## config.mk

```make
export PLATFORM = sky130hd
export DESIGN_NAME = pong_pixel_renderer
export DESIGN_NICKNAME = d
export VERILOG_FILES = /design/src/rtl/pong_pixel_renderer.sv
export SDC_FILE = /design/constraint.sdc
export NUM_CORES = 1
export LEC_CHECK = 0
export CAP_MARGIN = 0
export CELL_PAD_IN_SITES_DETAIL_PLACEMENT = 1
export CELL_PAD_IN_SITES_GLOBAL_PLACEMENT = 1
export CORE_ASPECT_RATIO = 0.7
export CORE_MARGIN = 1
export CORE_UTILIZATION = 49
export DETAILED_ROUTE_END_ITERATION = 10
export PLACE_DENSITY_LB_ADDON = 0.1
export SLEW_MARGIN = 20
export SYNTH_ARGS = -nofsm -noshare
export SYNTH_HDL_FRONTEND = slang
export SYNTH_SLANG_ARGS = --single-unit
```

## constraint.sdc

```tcl
create_clock -name Clock -period 5.02 [get_ports Clock]
set_input_delay 0.753 -clock Clock [delete_from_list [all_inputs] [get_ports Clock]]
set_output_delay 0.753 -clock Clock [all_outputs]
set_load 0.01 [all_outputs]
```

## src/rtl/pong_pixel_renderer.sv

```systemverilog
`default_nettype none
// ---------------------------------------------------------------------------
// pong_pixel_renderer : Pong game state and per-pixel RGB, one stage behind timing
// Optional: PONG_SCORE_BAR_EN draws green score bars on the top rows.  Rev 1.0
// ---------------------------------------------------------------------------
module pong_pixel_renderer #(
    parameter int H_RES        = 800,
    parameter int V_RES        = 600,
    parameter int PADDLE_W     = 8,
    parameter int PADDLE_H     = 80,
    parameter int PAD_OFF      = 16,
    parameter int BALL_SIZE    = 8,
    parameter int BALL_SPEED   = 4,
    parameter int PADDLE_SPEED = 6,
    parameter int SERVE_FRAMES = 60,
    parameter int WIN_SCORE    = 9
) (
    input  logic        Clock,
    input  logic        Reset,
    input  logic [11:0] nextX,
    input  logic [11:0] nextY,
    input  logic        blank_n,
    input  logic        hSync_n,
    input  logic        vSync_n,
    input  logic        upL,
    input  logic        dnL,
    input  logic        upR,
    input  logic        dnR,
    output logic [7:0]  red,
    output logic [7:0]  green,
    output logic [7:0]  blue,
    output logic        blankOut_n,
    output logic        hSyncOut_n,
    output logic        vSyncOut_n,
    output logic [3:0]  scoreL,
    output logic [3:0]  scoreR
);

    typedef logic signed [12:0] coord_t;

    localparam coord_t c_ZERO     = coord_t'(0);
    localparam coord_t c_PAD_Y0   = coord_t'((V_RES - PADDLE_H) / 2);
    localparam coord_t c_PAD_MAX  = coord_t'(V_RES - PADDLE_H);
    localparam coord_t c_PAD_H    = coord_t'(PADDLE_H);
    localparam coord_t c_PADL_X   = coord_t'(PAD_OFF);
    localparam coord_t c_PADR_X   = coord_t'(H_RES - PAD_OFF - PADDLE_W);
    localparam coord_t c_PAD_W    = coord_t'(PADDLE_W);
    localparam coord_t c_BX0      = coord_t'((H_RES - BALL_SIZE) / 2);
    localparam coord_t c_BY0      = coord_t'((V_RES - BALL_SIZE) / 2);
    localparam coord_t c_BX_MAX   = coord_t'(H_RES - BALL_SIZE);
    localparam coord_t c_BY_MAX   = coord_t'(V_RES - BALL_SIZE);
    localparam coord_t c_FACE_L   = coord_t'(PAD_OFF + PADDLE_W);
    localparam coord_t c_FACE_R   = coord_t'(H_RES - PAD_OFF - PADDLE_W - BALL_SIZE);
    localparam coord_t c_BSZ      = coord_t'(BALL_SIZE);
    localparam coord_t c_BSPD     = coord_t'(BALL_SPEED);
    localparam coord_t c_PSPD     = coord_t'(PADDLE_SPEED);
    localparam coord_t c_MID      = coord_t'(H_RES / 2);
    localparam coord_t c_MID_M1   = coord_t'(H_RES / 2 - 1);
    localparam logic [11:0] c_XLAST = 12'(H_RES - 1);
    localparam logic [11:0] c_YLAST = 12'(V_RES - 1);
    localparam int          c_CW    = $clog2(SERVE_FRAMES + 1);
    localparam logic [c_CW-1:0] c_SERVE_LAST = c_CW'(SERVE_FRAMES - 1);
    localparam logic [3:0]  c_WIN   = 4'(WIN_SCORE);

    localparam logic [1:0] c_ST_SERVE = 2'd0;
    localparam logic [1:0] c_ST_PLAY  = 2'd1;
    localparam logic [1:0] c_ST_OVER  = 2'd2;

    logic              r_tick;
    logic [1:0]        r_state;
    logic [c_CW-1:0]   r_serve_cnt;
    coord_t            r_pad_l, r_pad_r, r_ball_x, r_ball_y;
    logic              r_dx, r_dy;           // 1 = moving toward larger coordinate
    logic [3:0]        r_score_l, r_score_r;

    logic [1:0]        w_state_nxt;
    logic [c_CW-1:0]   w_cnt_nxt;
    coord_t            w_pad_l_nxt, w_pad_r_nxt, w_bx_nxt, w_by_nxt;
    coord_t            w_cand_x, w_cand_y;
    logic              w_dx_nxt, w_dy_nxt;
    logic [3:0]        w_sl_nxt, w_sr_nxt;
    logic              w_ovl_l, w_ovl_r;
    logic              w_tick_in;

    function automatic coord_t f_paddle_step(input coord_t pos, input logic up, input logic dn);
        coord_t cand;
        cand = pos;
        if (up && !dn)
            cand = pos - c_PSPD;
        else if (dn && !up)
            cand = pos + c_PSPD;
        if (cand < c_ZERO)
            cand = c_ZERO;
        else if (cand > c_PAD_MAX)
            cand = c_PAD_MAX;
        return cand;
    endfunction

    assign w_tick_in = blank_n && (nextX == c_XLAST) && (nextY == c_YLAST);
    assign w_cand_x  = r_dx ? (r_ball_x + c_BSPD) : (r_ball_x - c_BSPD);
    assign w_cand_y  = r_dy ? (r_ball_y + c_BSPD) : (r_ball_y - c_BSPD);
    assign w_ovl_l   = (r_ball_y + c_BSZ > r_pad_l) && (r_ball_y < r_pad_l + c_PAD_H);
    assign w_ovl_r   = (r_ball_y + c_BSZ > r_pad_r) && (r_ball_y < r_pad_r + c_PAD_H);
    assign w_pad_l_nxt = f_paddle_step(r_pad_l, upL, dnL);
    assign w_pad_r_nxt = f_paddle_step(r_pad_r, upR, dnR);

    always_comb begin
        w_state_nxt = r_state;
        w_cnt_nxt   = r_serve_cnt;
        w_bx_nxt    = r_ball_x;
        w_by_nxt    = r_ball_y;
        w_dx_nxt    = r_dx;
        w_dy_nxt    = r_dy;
        w_sl_nxt    = r_score_l;
        w_sr_nxt    = r_score_r;
        case (r_state)
            c_ST_SERVE: begin
                w_bx_nxt = c_BX0;
                w_by_nxt = c_BY0;
                if (r_serve_cnt == c_SERVE_LAST) begin
                    w_state_nxt = c_ST_PLAY;
                    w_cnt_nxt   = '0;
                end else begin
                    w_cnt_nxt = r_serve_cnt + 1'b1;
                end
            end
            c_ST_PLAY: begin
                if (w_cand_y <= c_ZERO) begin
                    w_by_nxt = c_ZERO;
                    w_dy_nxt = 1'b1;
                end else if (w_cand_y >= c_BY_MAX) begin
                    w_by_nxt = c_BY_MAX;
                    w_dy_nxt = 1'b0;
                end else begin
                    w_by_nxt = w_cand_y;
                end
                // A miss recentres the ball and overrides the vertical result above
                if (!r_dx) begin
                    if (w_cand_x <= c_FACE_L && w_ovl_l) begin
                        w_bx_nxt = c_FACE_L;
                        w_dx_nxt = 1'b1;
                    end else if (w_cand_x < c_ZERO) begin
                        w_sr_nxt    = r_score_r + 1'b1;
                        w_dx_nxt    = 1'b0;
                        w_bx_nxt    = c_BX0;
                        w_by_nxt    = c_BY0;
                        w_cnt_nxt   = '0;
                        w_state_nxt = (w_sr_nxt == c_WIN) ? c_ST_OVER : c_ST_SERVE;
                    end else begin
                        w_bx_nxt = w_cand_x;
                    end
                end else begin
                    if (w_cand_x >= c_FACE_R && w_ovl_r) begin
                        w_bx_nxt = c_FACE_R;
                        w_dx_nxt = 1'b0;
                    end else if (w_cand_x > c_BX_MAX) begin
                        w_sl_nxt    = r_score_l + 1'b1;
                        w_dx_nxt    = 1'b1;
                        w_bx_nxt    = c_BX0;
                        w_by_nxt    = c_BY0;
                        w_cnt_nxt   = '0;
                        w_state_nxt = (w_sl_nxt == c_WIN) ? c_ST_OVER : c_ST_SERVE;
                    end else begin
                        w_bx_nxt = w_cand_x;
                    end
                end
            end
            c_ST_OVER: begin
                w_bx_nxt = c_BX0;
                w_by_nxt = c_BY0;
            end
            default: begin
                w_state_nxt = c_ST_SERVE;
                w_cnt_nxt   = '0;
            end
        endcase
    end

    always_ff @(posedge Clock) begin
        if (Reset) begin
            r_tick      <= 1'b0;
            r_state     <= c_ST_SERVE;
            r_serve_cnt <= '0;
            r_pad_l     <= c_PAD_Y0;
            r_pad_r     <= c_PAD_Y0;
            r_ball_x    <= c_BX0;
            r_ball_y    <= c_BY0;
            r_dx        <= 1'b1;
            r_dy        <= 1'b1;
            r_score_l   <= 4'd0;
            r_score_r   <= 4'd0;
        end else begin
            r_tick <= w_tick_in;
            if (r_tick) begin
                r_state     <= w_state_nxt;
                r_serve_cnt <= w_cnt_nxt;
                r_pad_l     <= w_pad_l_nxt;
                r_pad_r     <= w_pad_r_nxt;
                r_ball_x    <= w_bx_nxt;
                r_ball_y    <= w_by_nxt;
                r_dx        <= w_dx_nxt;
                r_dy        <= w_dy_nxt;
                r_score_l   <= w_sl_nxt;
                r_score_r   <= w_sr_nxt;
            end
        end
    end

    coord_t w_px, w_py;
    logic   w_hit_ball, w_hit_pad, w_hit_bar, w_hit_mid;

    assign w_px = coord_t'({1'b0, nextX});
    assign w_py = coord_t'({1'b0, nextY});

    assign w_hit_ball = (r_state != c_ST_OVER)
                     && (w_px >= r_ball_x) && (w_px < r_ball_x + c_BSZ)
                     && (w_py >= r_ball_y) && (w_py < r_ball_y + c_BSZ);
    assign w_hit_pad  = ((w_px >= c_PADL_X) && (w_px < c_PADL_X + c_PAD_W)
                         && (w_py >= r_pad_l) && (w_py < r_pad_l + c_PAD_H))
                     || ((w_px >= c_PADR_X) && (w_px < c_PADR_X + c_PAD_W)
                         && (w_py >= r_pad_r) && (w_py < r_pad_r + c_PAD_H));
    assign w_hit_mid  = ((w_px == c_MID_M1) || (w_px == c_MID)) && !nextY[4];

`ifdef PONG_SCORE_BAR_EN
    localparam coord_t c_BAR_L     = coord_t'(32);
    localparam coord_t c_BAR_R_END = coord_t'(H_RES - 32);
    localparam coord_t c_BAR_ROWS  = coord_t'(8);
    coord_t w_bar_l_end, w_bar_r_beg;
    assign w_bar_l_end = c_BAR_L + coord_t'({5'b0, r_score_l, 4'b0000});
    assign w_bar_r_beg = c_BAR_R_END - coord_t'({5'b0, r_score_r, 4'b0000});
    assign w_hit_bar   = (w_py < c_BAR_ROWS)
                      && (((w_px >= c_BAR_L) && (w_px < w_bar_l_end))
                       || ((w_px >= w_bar_r_beg) && (w_px < c_BAR_R_END)));
`else
    assign w_hit_bar = 1'b0;
`endif

    always_ff @(posedge Clock) begin
        if (Reset) begin
            red        <= 8'h00;
            green      <= 8'h00;
            blue       <= 8'h00;
            blankOut_n <= 1'b0;
            hSyncOut_n <= 1'b1;
            vSyncOut_n <= 1'b1;
        end else begin
            blankOut_n <= blank_n;
            hSyncOut_n <= hSync_n;
            vSyncOut_n <= vSync_n;
            if (!blank_n) begin
                {red, green, blue} <= 24'h000000;
            end else if (w_hit_ball || w_hit_pad) begin
                {red, green, blue} <= 24'hFFFFFF;
            end else if (w_hit_bar) begin
                {red, green, blue} <= 24'h00FF00;
            end else if (w_hit_mid) begin
                {red, green, blue} <= 24'h808080;
            end else begin
                {red, green, blue} <= 24'h000000;
            end
        end
    end

    assign scoreL = r_score_l;
    assign scoreR = r_score_r;

endmodule
`default_nettype wire

```

# Word-level counts from Yosys, hierarchy flattened
# Cells that the tools add are included.
# totals
inputBits,33
regBits,82
# op_classes
reduce_logical,41
eq_ne,15
mux,47
bitwise_logic,5
add_sub_neg,15
n_lt_le_gt_ge,26
# ops
op,n
$mux W13,22
$lt A13 B13 Y1,6
$add A13 B4 Y13 const B,4
$ge A13 B13 Y1,4
$pmux W13 S2,2
$sub A13 B4 Y13 const B,4
$eq A12 B10 Y1 const B,4
$gt A13 B11 Y1 const B,3
$lt A13 B1 Y1 const B,3
$mux W6,6
$add A13 B5 Y13 const B,2
$add A13 B8 Y13 const B,2
$ge A13 B11 Y1 const B,2
$gt A13 B13 Y1,2
$logic_and A1 B1 Y1,21
$pmux W6 S3,1
$mux W2,8
$mux W8,2
$le A13 B1 Y1 const B,1
$le A13 B6 Y1 const B,1
$ge A12 B10 Y1 const B,1
$ge A12 B5 Y1 const B,1
$lt A12 B10 Y1 const B,1
$lt A12 B5 Y1 const B,1
21 further kinds,45

# Depth between registers and ports, before layout
# Gate-level depths: netlist of run 1.
# depth
ltp_word,9
ltp_mapped,15
ltp_nobuf,14

# Worst setup path before layout of run 1
# No wires, ideal clock.
# synth_path
path_type,register to register
startpoint,register r_dx
endpoint,register r_ball_x[8]
path_slack_ns,1.901
path_stages_with_launch,13
arrival_ns,2.975
period_less_slack_ns,3.119
required_time_ns,4.876
cell_sequence,dfxtp_1 -> clkbuf_1 -> inv_1 -> ha_1 -> buf_6 -> a21o_1 -> a31oi_2 -> a211oi_1 -> or3_4 -> a21oi_1 -> o21ai_1 -> o31a_1 -> a2bb2oi_1
# synth_between
elab_chain_cells,6
elab_cells_between_ends,13
# synth_lines
element,line_no,source
start: declaration,73,"logic r_dx, r_dy;"
start signal: assignment,201,r_dx <= w_dx_nxt;
$mux W13,100,assign w_cand_x = r_dx ? (r_ball_x + c_BSPD) : (r_ball_x - c_BSPD);
"$lt A13 B1 Y1, or another cell as far along",142,end else if (w_cand_x < c_ZERO) begin
"$mux W13, or another cell as far along",142,
"$mux W13, on equally long branches","139, 153",
$mux W13 (*),138,if (!r_dx) begin
$pmux W13 S2 (*),116,case (r_state)
end signal: assignment,199,r_ball_x <= w_bx_nxt;
end: declaration,72,"coord_t r_pad_l, r_pad_r, r_ball_x, r_ball_y;"
# Every way passes the cells marked *; elsewhere a longest branch is shown, timed or not.
# A chain may end at the register's enable or synchronous reset.

# Worst setup path in the final report of run 1
# layout_path
startpoint,register r_ball_y[3]
endpoint,register r_score_l[3] (netlist: scoreL[3])
# layout_between
elab_chain_cells,6
elab_cells_between_ends,7
# layout_lines
element,line_no,source
start: declaration,72,
start signal: assignment,187,r_ball_y <= c_BY0;
start signal: assignment,200,r_ball_y <= w_by_nxt;
$add A13 B5 Y13,103,assign w_ovl_r = (r_ball_y + c_BSZ > r_pad_r) && (r_ball_y < r_pad_r + c_PAD_H);
$gt A13 B13 Y1,103,
$logic_and A1 B1 Y1 (*),103,
$logic_and A1 B1 Y1 (*),153,if (w_cand_x >= c_FACE_R && w_ovl_r) begin
$not A1 Y1 (no source line) (*),-,
$reduce_and A5 Y1 (no source line) (*),-,
end signal: assignment,203,r_score_l <= w_sl_nxt;
end: declaration,74,"logic [3:0] r_score_l, r_score_r;"
# Marked as above.

==> results of run 1 <==
==> cell usage in the layout (no fill, tap or decap), types with 14 or more instances in the layout <==
cell,count
xor2_1,17
nand4_1,21
a21o_1,17
nor4_1,15
o21ai_0,57
o22ai_1,14
inv_1,78
a211oi_1,18
xnor2_1,45
dfxtp_1,70
nor2b_1,14
a21oi_1,68
nand2b_1,18
a31oi_1,17
nand3_1,46
nor3_1,37
ha_1,155
nand2_1,60
nor2_1,67
clkdlybuf4s50_1,67
==> through the flow <==
step,instances,power (W),area (sq um),setup WS [ps],hold WS (ps)
2_1_floorplan,1101,0.000693,8710,1900,448
3_3_place_gp,1344,0.000774,9360,1310,471
3_5_place_dp,1344,0.000781,9360,1160,474
4_1_cts,1360,0.00147,9670,1080,487
5_1_grt,1360,0.00151,9670,859,519
6_report,1360,0.00147,9670,987,480
==> layer usage <==
metal	share of wire	wire, um	vias to the layer above	global-route usage
met5	0	0	-	0
met4	0.014	415	0	0.0717
met3	0.072	2140	33	0.0618
met2	0.42	12300	328	0.491
met1	0.50	14800	4287	0.487
li1	-	-	4174	-
==> flip-flops by register name, indices dropped and copies added (netlist names), 2 cells and up <==
signal / flops
scoreR: 4
r_serve_cnt: 6
scoreL: 4
r_ball_x: 11
r_pad_l: 11
r_state: 2
r_ball_y: 13
blue: 2
r_pad_r: 11
==> power groups by stage <==
| stage | sequential [W] | clock (W) | combinational (W) |
|---|---|---|---|
| finish | 0.000563 | 0.000690 | 0.000212 |
| global route | 0.000564 | 0.000719 | 0.000232 |
| detailed placement | 0.000576 | 0 | 0.000205 |
| CTS | 0.000563 | 0.000701 | 0.000208 |
| floorplan | 0.000573 | 0 | 0.000120 |
| global placement | 0.000576 | 0 | 0.000198 |
==> worst paths after layout <==
kind / startpoint / end / slack [ps] / depth (start not counted)
min: r_serve_cnt[5]$_SDFFE_PP0P_ / r_serve_cnt[5]$_SDFFE_PP0P_ / 480 / 1
min reg2reg: r_serve_cnt[5]$_SDFFE_PP0P_ / r_serve_cnt[5]$_SDFFE_PP0P_ / 480 / 1
max reg2reg: r_ball_y[3]$_SDFFE_PP1P_ / scoreL[3]$_SDFFE_PP0P_ / 990 / 12
max: r_ball_y[3]$_SDFFE_PP1P_ / scoreL[3]$_SDFFE_PP0P_ / 990 / 12
==> cells by family after synthesis <==
kind of cell,after synthesis
and+or+nand+nor,345
adders and majority gates,157
AOI/OAI and AO/OA,326
muxes,4
DFF,70
xor gates and xnor gates,62
buffers and inverters,137
==> synthesized netlist by cell type, types with 18 or more instances <==
cell | instances | area [sq um]
nand2_1 | 60 | 225
a211oi_1 | 18 | 135
nand3_1 | 46 | 230
xnor2_1 | 45 | 394
buf_4 | 23 | 173
nand2b_1 | 18 | 113
nor2_1 | 67 | 251
clkbuf_1 | 24 | 90.1
dfxtp_1 | 70 | 1400
ha_1 | 155 | 1940
o21ai_0 | 57 | 285
a21oi_1 | 68 | 340
nor3_1 | 37 | 185
nand4_1 | 21 | 131
inv_1 | 78 | 293
==> final cells by class <==
type                    instances  share of cell area
inverters                      80              0.0311
clock buffers                  11              0.0251
repair buffers                 69              0.0709
multi-input cells             894               0.691
clock inverters                 5             0.00673
well taps                     231              0.0299
flip-flops and latches         70               0.145
==> worst max-delay path: cells and delay by family (launching register included) <==
family / cells / cell delay, ps
AOI/OAI and AO/OA: 7 / 1440
and+or+nand+nor: 2 / 940
DFF: 1 / 620
adders and majority gates: 1 / 360
xor gates and xnor gates: 1 / 310
buffers and inverters: 1 / 280
==> results.yml, run 1 <==
cts:
  cts_tree: "done"
  root_buffer: "clkbuf_16"
  clk_pin_slew_ps: 60
  numCtsBuffers: 9
  numClockSinks: 70
  htreeDepth: 3
  insertion_delay_ps: 360
  clk_path_buf_depth: 2
  cts_setup_buffers: 0
  cts.repair.resized: 0
  cts_hold_buf: 0
synth:
  async_flop_share: 0
  synth_compound_area_frac: 0.265
  synth_cell_types: 86
  synth_area_per_cell_sq_um: 7.91
  ys_seq_elements: 70
  synth-adder-area-share: 0.227
  synthXorXnorAreaFrac: 0.0624
  synth_edf_count: 0
  synthesis.nets: 1291
  syn_area_sq_um: 8710
  synth_warnings: 0
  yosysSeqAreaShare: 0.161
  synthMuxAreaShare: 0.00517
  ys.flop_type: "dfxtp_1"
  syn_inst: 1101
  synth_top_family_by_area: "compound AO/OA/AOI/OAI gates"
  yosys.area_share.simple: 0.208
die:
  die-area_sq_um: 18300
  pin_count: 68
  start_util: 0.504
  row_count: 40
  core_area_sq_um: 17300
  die_w_um: 161
  die_y_um: 114
layout:
  nets: 1314
  layout-drive-gt1-share: 0.0443
  multiInputGateArea_sq_um: 6690
  ff_latch_area_sq_um: 1400
  area_delta_synth_final_pct: 11.1
  diodes: 0
  num-fill-cells: 2141
  final_util: 0.560
worst_setup_path:
  crit_chain: "inv_1 > nor4_1 > xnor2_1 > ha_1 > a211oi_1 > o21ai_0 > o21a_1 > o211a_1 > o21ai_2 > o211ai_4 > or4_1 > a21oi_1"
  critical_path_class: "register to register"
  worstPathMaxFanout: 17
  cp-end-kind: "register"
  cp.required_ps: 5290
  cp-start-kind: "register"
  critical-path-max-stage-delay_ps: 620
  cp.arrival_ps: 4310
  cp_slowest_cell: "dfxtp_1"
timing:
  skew_ps: 15.0
  maxSlewHeadroom: 0.363
  finalHoldViolCount: 0
  fmax_ghz: 0.248
  min_period_ps: 4030
  rsz0062_at_grt: "false"
  setup-violations-final: 0
  fin_setup_tns_ps: 0
  min_period_over_period: 0.803
  slew_violations: 0
  worst_pin_slew_ps: 955
pwr:
  internal-power_w: 0.00105
  seqPwrFrac: 0.385
  ir_worst_vdd_mv: 0.137
  power.leakage_nw: 3.86
  combPwrFrac: 0.145
  power.density_nw_per_um2: 151
  clockPowerShare: 0.471
  power.switching_w: 0.000410
  switching_share: 0.280
worst_hold_path:
  min-delay-path-class: "register to register"
routing:
  firstDrtPassIters: 7
  routedWlPerCell_um: 21.8
  final_antenna_net_count: 0
  wirelength_um: 29700
  drc: 0
  routed_via_density: 6.49
  via_count: 8822
  drt_iter0_markers: 722
global_routing:
  grt_pass1_wl_um: 47300
  grt_pass1_vias: 8592
  grt_use_total: 0.329
  gr-total-overflow: 0
  antenna_found_initial: 0
  grt_max_degree: 27
place:
  dp_hpwl_um: 23000
  port_buffers: 67
  gp_congestion: 0.924
run_status:
  outcome: "finished, final reports clean"
flow_run:
  cap_violations: 0
(Power assumes the default switching activity.)
==> run 2, diff against run 1 <==
CORE_UTILIZATION = 41   (was 49)
clock period = 3.55 ns   (was 5.02 ns; I/O delays follow)
==> results.yml, run 2 (synthesis results as in run 1) <==
worst_setup_path:
  cp-end-kind: "register"
  cp_slowest_cell: "or4_1"
  critical-path-max-stage-delay_ps: 510
  worstPathMaxFanout: 12
  crit_chain: "ha_1 > xor2_1 > ha_1 > a21o_1 > a21oi_1 > o21ai_0 > o21ba_2 > o21ai_4 > o211ai_4 > or4_1 > a21oi_1"
  worst-path-buf-inv: 0
  cp-start-kind: "register"
  critPathTopFamily: "compound AO/OA/AOI/OAI gates"
  critical_path_class: "register to register"
  cp.arrival_ps: 3690
  cp.required_ps: 3830
cts:
  clk_path_buf_depth: 2
  htreeDepth: 3
  clk_pin_slew_ps: 60
  insertion_delay_ps: 360
  numClockSinks: 70
  cts_tree: "done"
  numCtsBuffers: 9
  root_buffer: "clkbuf_16"
pwr:
  p_total_w: 0.00209
  internal-power_w: 0.00150
  seqPwrFrac: 0.381
  switching_share: 0.280
  power.switching_w: 0.000585
  clockPowerShare: 0.468
  combPwrFrac: 0.151
  ir_worst_vdd_mv: 0.177
  power.leakage_nw: 4.21
  power.density_nw_per_um2: 203
routing:
  drt_iter0_markers: 667
  routed_via_density: 6.14
  routedWlPerCell_um: 21.1
  drc: 0
  wirelength_um: 31000
  final_antenna_net_count: 0
  firstDrtPassIters: 5
  via_count: 9038
flow_run:
  cap_violations: 0
timing:
  slew_violations: 0
  setup-violations-final: 0
  finalHoldViolCount: 0
  fmax_ghz: 0.293
  min_period_over_period: 0.961
  maxSlewHeadroom: 0.381
  skew_ps: 18.7
  min_period_ps: 3410
  worst_pin_slew_ps: 929
  holdWs_ps: 489
global_routing:
  grt_pass1_vias: 8536
  antenna_found_initial: 0
  grt_use_total: 0.287
  grt_pass1_wl_um: 48100
  gr-total-overflow: 0
  grt_max_degree: 35
die:
  pin_count: 68
  die_y_um: 124
  core_area_sq_um: 20800
  start_util: 0.420
  row_count: 44
  die-area_sq_um: 21800
  die_w_um: 176
place:
  gp_congestion: 0.933
  dp_hpwl_um: 25000
  port_buffers: 67
layout:
  diodes: 0
  largest_reg_flops: 13
  nets: 1381
  final_cell_mix: "155 x ha_1, 78 x inv_1, 69 x buf_4, 68 x a21oi_1, 67 x clkdlybuf4s50_1"
  final_common_cell: "ha_1"
  layout-drive-gt1-share: 0.106
  num-fill-cells: 2550
  top_register: "r_ball_y"
  area_delta_synth_final_pct: 18.0
run_status:
  outcome: "finished, final reports clean"
worst_hold_path:
  min-delay-path-class: "register to register"
## run 2: changes by cell type in the layout (fill, tap and decap cells not counted), sizes merged
cell and delta:
buf +67
## run 2: repair_timing
item | in CTS | in global routing
setup buffers | 0 | 1
gates resized for setup | 0 | 11
hold buffers | 0 | 0
endpoints found under the setup margin | 0 | 25
## run 2: final cells by class
type | instances | area [sq um] | area share
multi-input combinational | 894 | 6720 | 0.654
sequential | 70 | 1410 | 0.137
timing repair buffer | 136 | 1190 | 0.116
tap | 276 | 345 | 0.0336
inverter | 80 | 300 | 0.0292
clock buffer | 11 | 243 | 0.0236
clock inverter | 5 | 65.1 | 0.00633
## run 2: stage by stage
stage	util	setup slack, ps	instance area (sq um)	cells	TNS, ps
final	0.495	139	10300	1472	0
after global routing	0.495	-20.1	10300	1472	-20.1
after CTS	0.493	5.54	10200	1471	0
after detailed placement	0.478	50.2	9910	1455	0
after global placement	0.478	206	9910	1455	0
after floorplan	-	431	8710	1101	0
## run 2: routing by layer
layer,track usage,up-vias,part of all wire
met2,0.410,270,0.39
met3,0.0363,30,0.065
met5,0,-,0
li1,-,4303,-
met1,0.444,4435,0.53
met4,0.0658,0,0.013
## run 2: path summary, 6_finish.rpt
| check | slack [ps] | startpoint | cells after the start | end |
|---|---|---|---|---|
| max | 140 | r_pad_r[4]$_SDFFE_PP0P_ | 11 | scoreL[3]$_SDFFE_PP0P_ |
| min | 490 | r_serve_cnt[5]$_SDFFE_PP0P_ | 1 | r_serve_cnt[5]$_SDFFE_PP0P_ |
| max reg2reg | 140 | r_pad_r[4]$_SDFFE_PP0P_ | 11 | scoreL[3]$_SDFFE_PP0P_ |
| min reg2reg | 490 | r_serve_cnt[5]$_SDFFE_PP0P_ | 1 | r_serve_cnt[5]$_SDFFE_PP0P_ |
## run 2: power by group through the flow
stage / sequential, W / clock [W] / combinational (W)
final: 0.000795 / 0.000979 / 0.000316
after global placement: 0.000813 / 0 / 0.000302
after floorplan: 0.000810 / 0 / 0.000170
after CTS: 0.000795 / 0.000985 / 0.000312
after global routing: 0.000796 / 0.00101 / 0.000347
after detailed placement: 0.000813 / 0 / 0.000309
==> run 3, diff against run 2 <==
CORE_UTILIZATION = 45   (was 41)
SKIP_CTS_REPAIR_TIMING = 1   (was default)
clock period = 3.6 ns   (was 3.55 ns; I/O delays follow)
==> results.yml, run 3 (synthesis results as in run 1) <==
cts:
  numCtsBuffers: 9
  numClockSinks: 70
  htreeDepth: 3
  clk_pin_slew_ps: 70
  clk_path_buf_depth: 2
  root_buffer: "clkbuf_16"
  cts_tree: "done"
  insertion_delay_ps: 360
layout:
  area_delta_synth_final_pct: 16.8
  diodes: 0
  stdcell_count: 1432
  final_cell_mix: "155 x ha_1, 78 x inv_1, 67 x a21oi_1, 67 x dfxtp_1, 67 x clkdlybuf4s50_1"
  num-fill-cells: 2321
  top_register: "r_ball_y"
  largest_reg_flops: 13
  fin_area_sq_um: 10200
  layout-drive-gt1-share: 0.103
  final_common_cell: "ha_1"
  nets: 1375
  final_util: 0.538
worst_setup_path:
  r2r_cells: 13
  timing.rr.end: "r_serve_cnt[3]$_SDFFE_PP0P_"
  cp.arrival_ps: 3680
  crit_chain: "nand4_1 > nor4_1 > xnor2_1 > ha_1 > a211oi_1 > o21ai_0 > o21a_1 > o211a_1 > o21ai_2 > o211ai_2 > a2111oi_4 > buf_4 > a311oi_1"
  cp_slowest_cell: "dfxtp_1"
  worstPathMaxFanout: 5
  critical_path_class: "register to register"
  critical-path-max-stage-delay_ps: 520
  cp.required_ps: 3820
  r2r_slack_ps: 140
  cp-start-kind: "register"
  cp-end-kind: "register"
  r2r_start: "r_ball_y[8]$_SDFFE_PP1P_"
place:
  dp_hpwl_um: 24500
  gp_congestion: 1.01
  placed_cells: 1413
  place_area_sq_um: 9810
  dp_slack_ps: 109
  port_buffers: 67
routing:
  final_antenna_net_count: 0
  wirelength_um: 30300
  drc: 0
  firstDrtPassIters: 4
  via_count: 8929
  routed_via_density: 6.24
  routedWlPerCell_um: 21.2
  drt_iter0_markers: 515
pwr:
  seqPwrFrac: 0.395
  combPwrFrac: 0.154
  power.density_nw_per_um2: 195
  power.switching_w: 0.000581
  switching_share: 0.292
  clockPowerShare: 0.451
  power.leakage_nw: 4.16
  internal-power_w: 0.00141
  ir_worst_vdd_mv: 0.184
die:
  die-area_sq_um: 19900
  die_w_um: 168
  pin_count: 68
  start_util: 0.460
  row_count: 42
  die_y_um: 118
  core_area_sq_um: 18900
timing:
  min_period_over_period: 0.961
  holdWs_ps: 496
  skew_ps: 16.6
  min_period_ps: 3460
  maxSlewHeadroom: 0.248
  finalHoldViolCount: 0
  rsz0062_at_grt: "true"
  setup-violations-final: 0
  worst_pin_slew_ps: 1130
  slew_violations: 0
  fmax_ghz: 0.289
  finalWorstSetupSlack_ps: 140
global_routing:
  grt_pass1_wl_um: 48300
  grt_max_degree: 35
  antenna_found_initial: 0
  gr-total-overflow: 0
  grt_use_total: 0.309
  grt_pass1_vias: 8741
worst_hold_path:
  worstHoldStart: "r_dy$_SDFFE_PP1P_"
  min_to: "r_dy$_SDFFE_PP1P_"
  hold_path_depth: 2
  min-delay-path-class: "register to register"
run_status:
  outcome: "finished, final reports clean"
flow_run:
  cap_violations: 0
[run 3: area by class of cell]
type / count / area [sq um] / area share
clock inverter: 5 / 41.3 / 0.00406
sequential: 70 / 1410 / 0.138
inverter: 80 / 300 / 0.0295
multi-input combinational: 894 / 6740 / 0.662
timing repair buffer: 130 / 1140 / 0.112
clock buffer: 11 / 243 / 0.0239
tap: 242 / 303 / 0.0298
[run 3: metrics by stage]
stage | total power, W | setup TNS, ps
3_5_place_dp | 0.00110 | 0
6_report | 0.00199 | 0
4_1_cts | 0.00199 | 0
2_1_floorplan | 0.000966 | 0
3_3_place_gp | 0.00109 | 0
5_1_grt | 0.00206 | -256
[run 3: how the worst max path moves through the flow]
stage                                  start                          end  slack (ps)
floorplan                  r_dx$_SDFFE_PP1P_     r_ball_x[8]$_SDFFE_PP1P_         480
global placement     r_pad_r[4]$_SDFFE_PP0P_  r_serve_cnt[5]$_SDFFE_PP0P_         250
detailed placement   r_pad_r[4]$_SDFFE_PP0P_  r_serve_cnt[1]$_SDFFE_PP0P_         110
CTS                  r_pad_r[4]$_SDFFE_PP0P_  r_serve_cnt[1]$_SDFFE_PP0P_          60
global route         r_pad_r[6]$_SDFFE_PP0P_       scoreL[3]$_SDFFE_PP0P_         -50
finish              r_ball_y[8]$_SDFFE_PP1P_  r_serve_cnt[3]$_SDFFE_PP0P_         140
[run 3: layer usage]
layer,share of wire,track usage,wire length (um),vias up
li1,-,-,-,4291
met1,0.51,0.464,15600,4319
met2,0.40,0.447,12100,280
met3,0.066,0.0579,2010,37
met4,0.017,0.0699,529,2
met5,0.0023,0.0281,71,-
[run 3: critical path: cells and delay by family, from the launching register on]
| family | cells | cell delay (ps) |
|---|---|---|
| AO/OA/AOI/OAI | 8 | 1580 |
| XOR/XNOR | 1 | 200 |
| adder cells (fa/ha/maj) | 1 | 300 |
| buffers and inverters | 1 | 200 |
| flip-flops | 1 | 520 |
| AND/OR/NAND/NOR | 2 | 510 |
[run 3: power groups by stage]
stage	Combinational, W	Clock [W]	Sequential [W]
finish	0.000306	0.000897	0.000785
global route	0.000336	0.000933	0.000786
CTS	0.000300	0.000904	0.000786
detailed placement	0.000298	0	0.000803
global placement	0.000292	0	0.000803
floorplan	0.000168	0	0.000799
